`config.mk`:
```
export PLATFORM = sky130hd
export DESIGN_NAME = pipelined_adder
export DESIGN_NICKNAME = d
export VERILOG_FILES = /design/src/rtl/adder_pkg.sv /design/src/rtl/adder_stage.sv /design/src/rtl/pipelined_adder.sv
export SDC_FILE = /design/constraint.sdc
export NUM_CORES = 1
export LEC_CHECK = 0
export BUFFER_PORTS_ARGS = -buffer_cell sky130_fd_sc_hd__buf_2
export CORE_MARGIN = 2
export CORE_UTILIZATION = 35
export DETAILED_ROUTE_END_ITERATION = 7
export PLACE_DENSITY = 0.66
export SYNTH_ARGS = -nofsm -noshare
export SYNTH_HDL_FRONTEND = slang
export SYNTH_HIERARCHICAL = 1
export SYNTH_SLANG_ARGS = --single-unit
export TNS_END_PERCENT = 20
```
`constraint.sdc`:
```
create_clock -name clk -period 1.76 [get_ports clk]
set_clock_uncertainty 0.15 [all_clocks]
set_input_delay 0.088 -clock clk [delete_from_list [all_inputs] [get_ports clk]]
set_output_delay 0.088 -clock clk [all_outputs]
set_load 0.01 [all_outputs]
```
`src/rtl/adder_pkg.sv`:
```
// Shared definitions for the pipelined adder: opcode encodings and the
// parameter helpers used to size and sanity-check the pipeline.
package adder_pkg;

    localparam logic OP_ADD = 1'b0;
    localparam logic OP_SUB = 1'b1;

    function automatic int calc_stages(input int width, input int chunk);
        return (chunk > 0) ? (width / chunk) : 0;
    endfunction

    function automatic bit params_legal(input int width, input int chunk);
        return (chunk >= 1) && (width >= 1) && ((width % chunk) == 0);
    endfunction

endpackage

```
`src/rtl/adder_stage.sv`:
```
// One CHUNK-wide slice of the pipelined adder: adds its chunk, registers the
// carry and the partially-built word, and stalls when downstream is blocked.
module adder_stage #(
    parameter int WIDTH = 8,
    parameter int CHUNK = 4,
    parameter int IDX   = 0
) (
    input  logic             clk,
    input  logic             rst_n,
    input  logic             next_advance,
    input  logic             prev_valid,
    input  logic             prev_carry,
    input  logic             prev_a_msb,
    input  logic [WIDTH-1:0] prev_acc,
    input  logic [WIDTH-1:0] prev_b,
    output logic             valid,
    output logic             carry,
    output logic             a_msb,
    output logic [WIDTH-1:0] acc,
    output logic [WIDTH-1:0] b_skew
);

    localparam int LO = IDX * CHUNK;

    logic             advance;
    logic [CHUNK:0]   chunk_sum;
    logic [WIDTH-1:0] acc_next;

    assign advance   = !valid || next_advance;
    assign chunk_sum = {1'b0, prev_acc[LO +: CHUNK]} + {1'b0, prev_b[LO +: CHUNK]}
                     + {{CHUNK{1'b0}}, prev_carry};

    // acc carries result chunks below LO and untouched operand-A chunks above.
    always_comb begin
        acc_next                 = prev_acc;
        acc_next[LO +: CHUNK]    = chunk_sum[CHUNK-1:0];
    end

    always_ff @(posedge clk) begin
        if (!rst_n) begin
            valid  <= 1'b0;
            carry  <= 1'b0;
            a_msb  <= 1'b0;
            acc    <= '0;
            b_skew <= '0;
        end else if (advance) begin
            valid <= prev_valid;
            if (prev_valid) begin
                carry  <= chunk_sum[CHUNK];
                a_msb  <= prev_a_msb;
                acc    <= acc_next;
                b_skew <= prev_b;
            end
        end
    end

endmodule

```
`src/rtl/pipelined_adder.sv`:
```
// Elastic pipelined adder/subtractor: WIDTH/CHUNK registered carry-ripple
// stages with valid/ready handshakes on both sides.
module pipelined_adder
    import adder_pkg::*;
#(
    parameter int WIDTH = 8,
    parameter int CHUNK = 4
) (
    input  logic             clk,
    input  logic             rst_n,
    input  logic             in_valid,
    output logic             in_ready,
    input  logic [WIDTH-1:0] a,
    input  logic [WIDTH-1:0] b,
    input  logic             cin,
    input  logic             sub,
    output logic             out_valid,
    input  logic             out_ready,
    output logic [WIDTH-1:0] sum,
    output logic             cout,
    output logic             ovf
);

    localparam int STAGES = calc_stages(WIDTH, CHUNK);

    if (!params_legal(WIDTH, CHUNK)) begin : g_param_check
        $error("pipelined_adder: CHUNK must be >= 1 and divide WIDTH exactly");
    end

    logic [WIDTH-1:0]  b_eff;
    logic              c0;
    logic [STAGES:0]   valid_p;
    logic [STAGES:0]   carry_p;
    logic [STAGES:0]   a_msb_p;
    logic [WIDTH-1:0]  acc_p [STAGES+1];
    logic [WIDTH-1:0]  b_p   [STAGES+1];
    logic [STAGES-1:0] next_adv;
    logic              hole;

    // Subtract is a + ~b + !cin, so borrow-in maps onto an inverted carry-in.
    assign b_eff = (sub == OP_SUB) ? ~b : b;
    assign c0    = cin ^ sub;

    assign valid_p[0] = in_valid;
    assign carry_p[0] = c0;
    assign a_msb_p[0] = a[WIDTH-1];
    assign acc_p[0]   = a;
    assign b_p[0]     = b_eff;

    // A stage may move when any stage at or after its successor is empty or
    // the consumer is taking; flattened so no signal feeds back on itself.
    always_comb begin
        hole     = out_ready;
        next_adv = '0;
        for (int k = STAGES - 1; k >= 0; k--) begin
            next_adv[k] = hole;
            hole        = hole || !valid_p[k+1];
        end
    end

    assign in_ready = rst_n && hole;

    for (genvar k = 0; k < STAGES; k++) begin : g_stage
        adder_stage #(
            .WIDTH (WIDTH),
            .CHUNK (CHUNK),
            .IDX   (k)
        ) u_stage (
            .clk          (clk),
            .rst_n        (rst_n),
            .next_advance (next_adv[k]),
            .prev_valid   (valid_p[k]),
            .prev_carry   (carry_p[k]),
            .prev_a_msb   (a_msb_p[k]),
            .prev_acc     (acc_p[k]),
            .prev_b       (b_p[k]),
            .valid        (valid_p[k+1]),
            .carry        (carry_p[k+1]),
            .a_msb        (a_msb_p[k+1]),
            .acc          (acc_p[k+1]),
            .b_skew       (b_p[k+1])
        );
    end

    assign out_valid = valid_p[STAGES];
    assign sum       = acc_p[STAGES];
    assign cout      = carry_p[STAGES];
    assign ovf       = (a_msb_p[STAGES] == b_p[STAGES][WIDTH-1])
                    && (acc_p[STAGES][WIDTH-1] != a_msb_p[STAGES]);

endmodule

```
### After elaboration in Yosys (flattened, before gate mapping)

Cells that the tools add are included.

* add/sub/neg operators: 4
* equal/unequal tests: 2
* multiplexer cells: 1
* bitwise operators: 2
* reduce and logical (&&, ||, !) cells: 8

Operators by type and width (number)
* 4-bit by 4-bit adder with 5-bit output: 2
* 5-bit by 1-bit adder with 5-bit output: 2
* 8-bit 2-to-1 mux: 1
* 8-bit inverter: 1
* 2-bit AND reduction: 2
* 1-bit logical AND: 2
* 1-bit logical NOT: 2
* 1-bit logical OR: 2
* 1-bit == test: 1
* 1-bit != test: 1
* 1-bit bitwise XOR: 1

* register bits after elaboration: 38
* output and inout port bits: 12
* word-level logic and storage cells: 27

### Depth between registers and ports, before layout

* depth after elaboration: 4
* mapped depth: 8
* depth with buffers taken out: 7

### Modules after synthesis

Netlist, hierarchy kept.

By module, submodules not included
* adder_stage at g_stage[0].u_stage: times used 1, cells an instance 103, area an instance 937.1 um2, seq. area each 380.4 um2
* adder_stage at g_stage[1].u_stage: times used 1, cells an instance 103, area an instance 933.4 um2, seq. area each 380.4 um2
* pipelined_adder: times used 1, cells an instance 16, area an instance 123.9 um2, seq. area each 0.0 um2

### Worst setup path after synthesis

OpenSTA, ideal clock, no wires.

* path type: input to register
* start point: in sub
* end point: reg g_stage[0].u_stage.acc[1]
* library setup time: 0.091 ns
* data arrival time: 1.507 ns
* data required time: 1.519 ns
* path slack: 0.012 ns
* stages: 6
* path through: buf_6 -> xor2_1 -> fa_1 -> inv_1 -> fa_1 -> a311oi_1

* elaborated cells on any way between the ends: 4
* those cells by class: add/sub: 2; mux: 1; bitwise: 1

RTL lines
* start: declaration: line pipelined_adder.sv:16 `input logic sub,`
* 1-bit bitwise XOR: line pipelined_adder.sv:42 `assign c0 = cin ^ sub;`
* named net c0: line pipelined_adder.sv:31 `logic c0;`
* 5-bit by 1-bit adder with 5-bit output: line adder_stage.sv:31 `+ {{CHUNK{1'b0}}, prev_carry};`
* end signal: assignment: line adder_stage.sv:51 `acc <= acc_next;`
* end: declaration: line adder_stage.sv:19 `output logic [WIDTH-1:0] acc,`

The timed path passes the listed nets, and every way through them passes these cells.
A chain may end at the register's enable or synchronous reset.

### Worst setup path after layout

* start point: reg g_stage[0].u_stage.carry
* end point: reg g_stage[1].u_stage.acc[5]

* longest elaborated chain between the ends: 1

RTL lines
* start: declaration: line adder_stage.sv:17 `output logic carry,`
* start signal: assignment: line adder_stage.sv:49 `carry <= chunk_sum[CHUNK];`
* 5-bit by 1-bit adder with 5-bit output: line adder_stage.sv:31
* end signal: assignment: line adder_stage.sv:51
* end: declaration: line adder_stage.sv:19

Every way passes these cells.

==> results.md <==
Outcome:
- The flow ran to the end, and the final reports show no timing, DRC or antenna violations.

Timing:
- The routed design could run at a clock period as short as 1.67 ns.
- Setup repair after global routing left no endpoint under its margin.
- The worst-case setup margin in the final layout is around 0.09 ns.
- The number of hold-slack violations in the final timing report came to 0.
- The number of endpoints failing setup at the final stage is 0.
- The sum of negative setup slack is 0 ns.
- The fraction of the cycle the final worst path needs is a little over nine tenths.
- Final hold analysis gives a worst-case slack of approximately 0.018 ns.
- The maximum clock rate is around 600 MHz.
- The tightest slew margin relative to the limit is 70.0%.
- For the pin with the worst max-slew slack, the measured transition is approximately 0.45 ns.
- The number of max-slew violations in the final report is 0.

Yosys:
- When the netlist entered floorplanning its net count stood at 210.
- The synthesized area divided by synthesized cell count is a little under 9 µm².
- The post-synthesis instance area is 0.00158 mm².
- In the synthesized netlist, the number of instances is between 150 and 200.
- The synthesis warning total is 6.

Setup path:
- The destination of the critical timing path is g_stage[1].u_stage/acc[5].
- The critical path goes through fa_2 -> inv_2 -> fa_2 -> a311oi_1.
- The register-to-register path setup slack is roughly 0.089 ns.
- The number of cells on the critical path is 4.
- The launching point of the worst reg2reg path is g_stage[0].u_stage/carry.
- Broken down by cell family, the worst path's largest delay share belongs to adder cells.
- For the worst flop-to-flop path, the logic depth is 4.
- At the worst endpoint, the arrival time is roughly 1.7 ns.
- The cell that appears most often on the critical path is fa_2.
- The critical path is of the reg -> reg type.
- The critical path data required time is between 1.5 and 2 ns.
- Of all nets on the critical path, the largest fanout is 2.
- Counting both buffers and inverters, the worst setup path holds a total of 1.
- The largest stage delay on the critical path is roughly 0.42 ns.
- The slowest library cell on the worst path is fa_2.
- STA classifies the critical path endpoint as a register.
- In this run the critical register-to-register path is captured at g_stage[1].u_stage/acc[5].
- The start point of the critical path is g_stage[0].u_stage/carry.
- STA classifies the critical path startpoint as a register.

Route:
- In the routed layout, each cell is associated on average with a via count of between 4 and 5.
- Wires add up to between 3000 and 4000 µm.
- The iteration-0 DRC count of the detailed router is 96.
- For this block, the via count after detailed routing is approximately 1.3k.
- In this run the remaining antenna-violating nets after routing total 0.
- For this run, design rule violations remaining after detail routing come to 0.
- The first-pass iteration count of the detailed router is 4.
- The mean routed wirelength per cell is approximately 12 µm.

Cells and area:
- The repair_antennas step left the layout with diodes totalling 0.
- The proportion of layout cells with a drive suffix above 1 is between 30% and 40%.
- The final net count is 247.
- The area growth from synthesis to layout is 19.5%.

Power and ir drop:
- The worst voltage drop across the vdd grid is between 200 and 300 µV.
- Dividing total power by cell area gives a power density of 706 mW/mm².
- The design draws 1.33 mW.
- In this run the static leakage power is around 0.77 nW.

Clocking:
- The cell at the root of the clock tree is clkbuf_8.
- The number of clock buffers inserted by TritonCTS is 3.
- Counting along the longest clock path gives a buffer depth of 2.
- After clock tree synthesis, the clock-pin slew on the worst setup and hold paths is 0.09 ns.
- The clock latency on the worst-skew pair is roughly 0.27 ns.
- The setup fix buffers added after clock tree synthesis is 0.
- The CTS tree is done.
- The number of H-tree branching levels is 1.
- The tree built by TritonCTS fans out to 27 sinks.

Global route:
- The overall routing resource usage is 13.4%.
- The number of antenna violations at the first check in global routing came to 0.
- The first global-routing pass estimated 5580 µm of wire.
- The maximum number of pins on one net before global-route repair is 17.
- The via count of the first global-routing pass is roughly 1.3k.
- The global route total overflow is 0.

Floorplanning:
- The I/O pin count is 34.
- The starting density of the core is a little over a third.
- From bottom edge to top edge, the die measures 71.2 µm.
- The area enclosed by the die boundary is between 0.005 and 0.006 mm².
- The floorplan has 24 rows.
- Measured along the x axis, the die boundary spans 71.2 µm.
- The core region is 0.00435 mm².

Place:
- The wire-length estimate of the detail-placed layout is ~2400 µm.
- The count of input and output buffers is 33.
- The worst slack after detailed placement is -0.0513 ns.
- The final RePlAce weighted congestion is roughly 0.76.

Job:
- The max capacitance violation total is 0.

Min path:
- The tightest min-delay check is of the in -> reg type.
layer usage:
metal	GRT usage, %	share of wire (%)	vias to the layer above	wire length [µm]
met5	0	0	-	0
li1	-	-	686	-
met3	1.42	4.4	2	142
met1	19.1	50	585	1580
met2	21.1	45	35	1440
met4	4.40	0.91	0	29
registers in the layout, summed over array words and instances, names as in the netlist:
| register | flops |
|---|---|
| g_stage.u_stage/b_skew | 5 |
| g_stage.u_stage/valid | 2 |
| g_stage.u_stage/carry | 2 |
| g_stage.u_stage/acc | 16 |
| g_stage.u_stage/a_msb | 2 |
tightest hold or removal path, cell delays in order:
cell	delay [ns]
buf_2	0.16
clkinv_1	0.10
a211oi_1	0.05
report_power, final:
group | total, mW | internal, mW | switching, mW
Clock | 0.345 | 0.162 | 0.183
Sequential | 0.681 | 0.652 | 0.0285
Combinational | 0.306 | 0.147 | 0.159
stage by stage:
stage | cell area (µm²) | cells | util, %
after global routing | 1890 | 266 | 43.3
after detailed placement | 1750 | 254 | 40.1
after floorplan | 1580 | 178 | -
after global placement | 1750 | 254 | 40.1
after CTS | 1870 | 266 | 43.0
final | 1890 | 266 | 43.3
placed cells by master (no fill, tap or decap):
master	n
o21a_1	1
a21oi_2	3
dfxtp_1	26
inv_1	6
a21oi_1	26
o21ai_0	8
dfxtp_2	1
nor3_1	4
and2_1	2
ha_1	6
o22ai_1	1
clkbuf_8	3
a211oi_1	2
clkbuf_1	1
nand3_1	21
xnor2_2	1
o21ai_1	3
fa_1	2
inv_2	3
buf_4	7
buf_12	1
nand2b_1	6
a211o_1	2
a311oi_1	2
xor2_1	9
dlygate4sd3_1	8
nor2b_1	4
o21ai_2	10
xnor2_1	1
nand2_1	5
clkinv_1	2
a2111oi_2	2
fa_2	2
buf_2	33
what timing repair did:
action                                  CTS  global route
endpoints found under the hold margin     9             0
endpoints found under the setup margin    0             3
resized for setup                         0             6
hold buffers                              8             0
worst min path at each step:
stage | startpoint | to | slack, ns | depth (start not counted)
global placement | a[7] | g_stage[0].u_stage/acc[7] | 0.21 | 3
finish | rst_n | g_stage[0].u_stage/carry | 0.02 | 3
global route | rst_n | g_stage[0].u_stage/acc[2] | 0.05 | 3
detailed placement | a[6] | g_stage[0].u_stage/acc[6] | 0.22 | 3
floorplan | a[7] | g_stage[0].u_stage/a_msb | 0.09 | 2
CTS | rst_n | g_stage[0].u_stage/acc[2] | 0.01 | 3
layout make-up:
type	instances	area, µm²
multi-input cells	123	876
inverters	11	41.3
flip-flops and latches	27	542
fillers	442	2470
well taps	52	65.1
repair buffers	49	318
clock buffers	4	45.0
No activity file was read; power rests on OpenSTA's default activity.
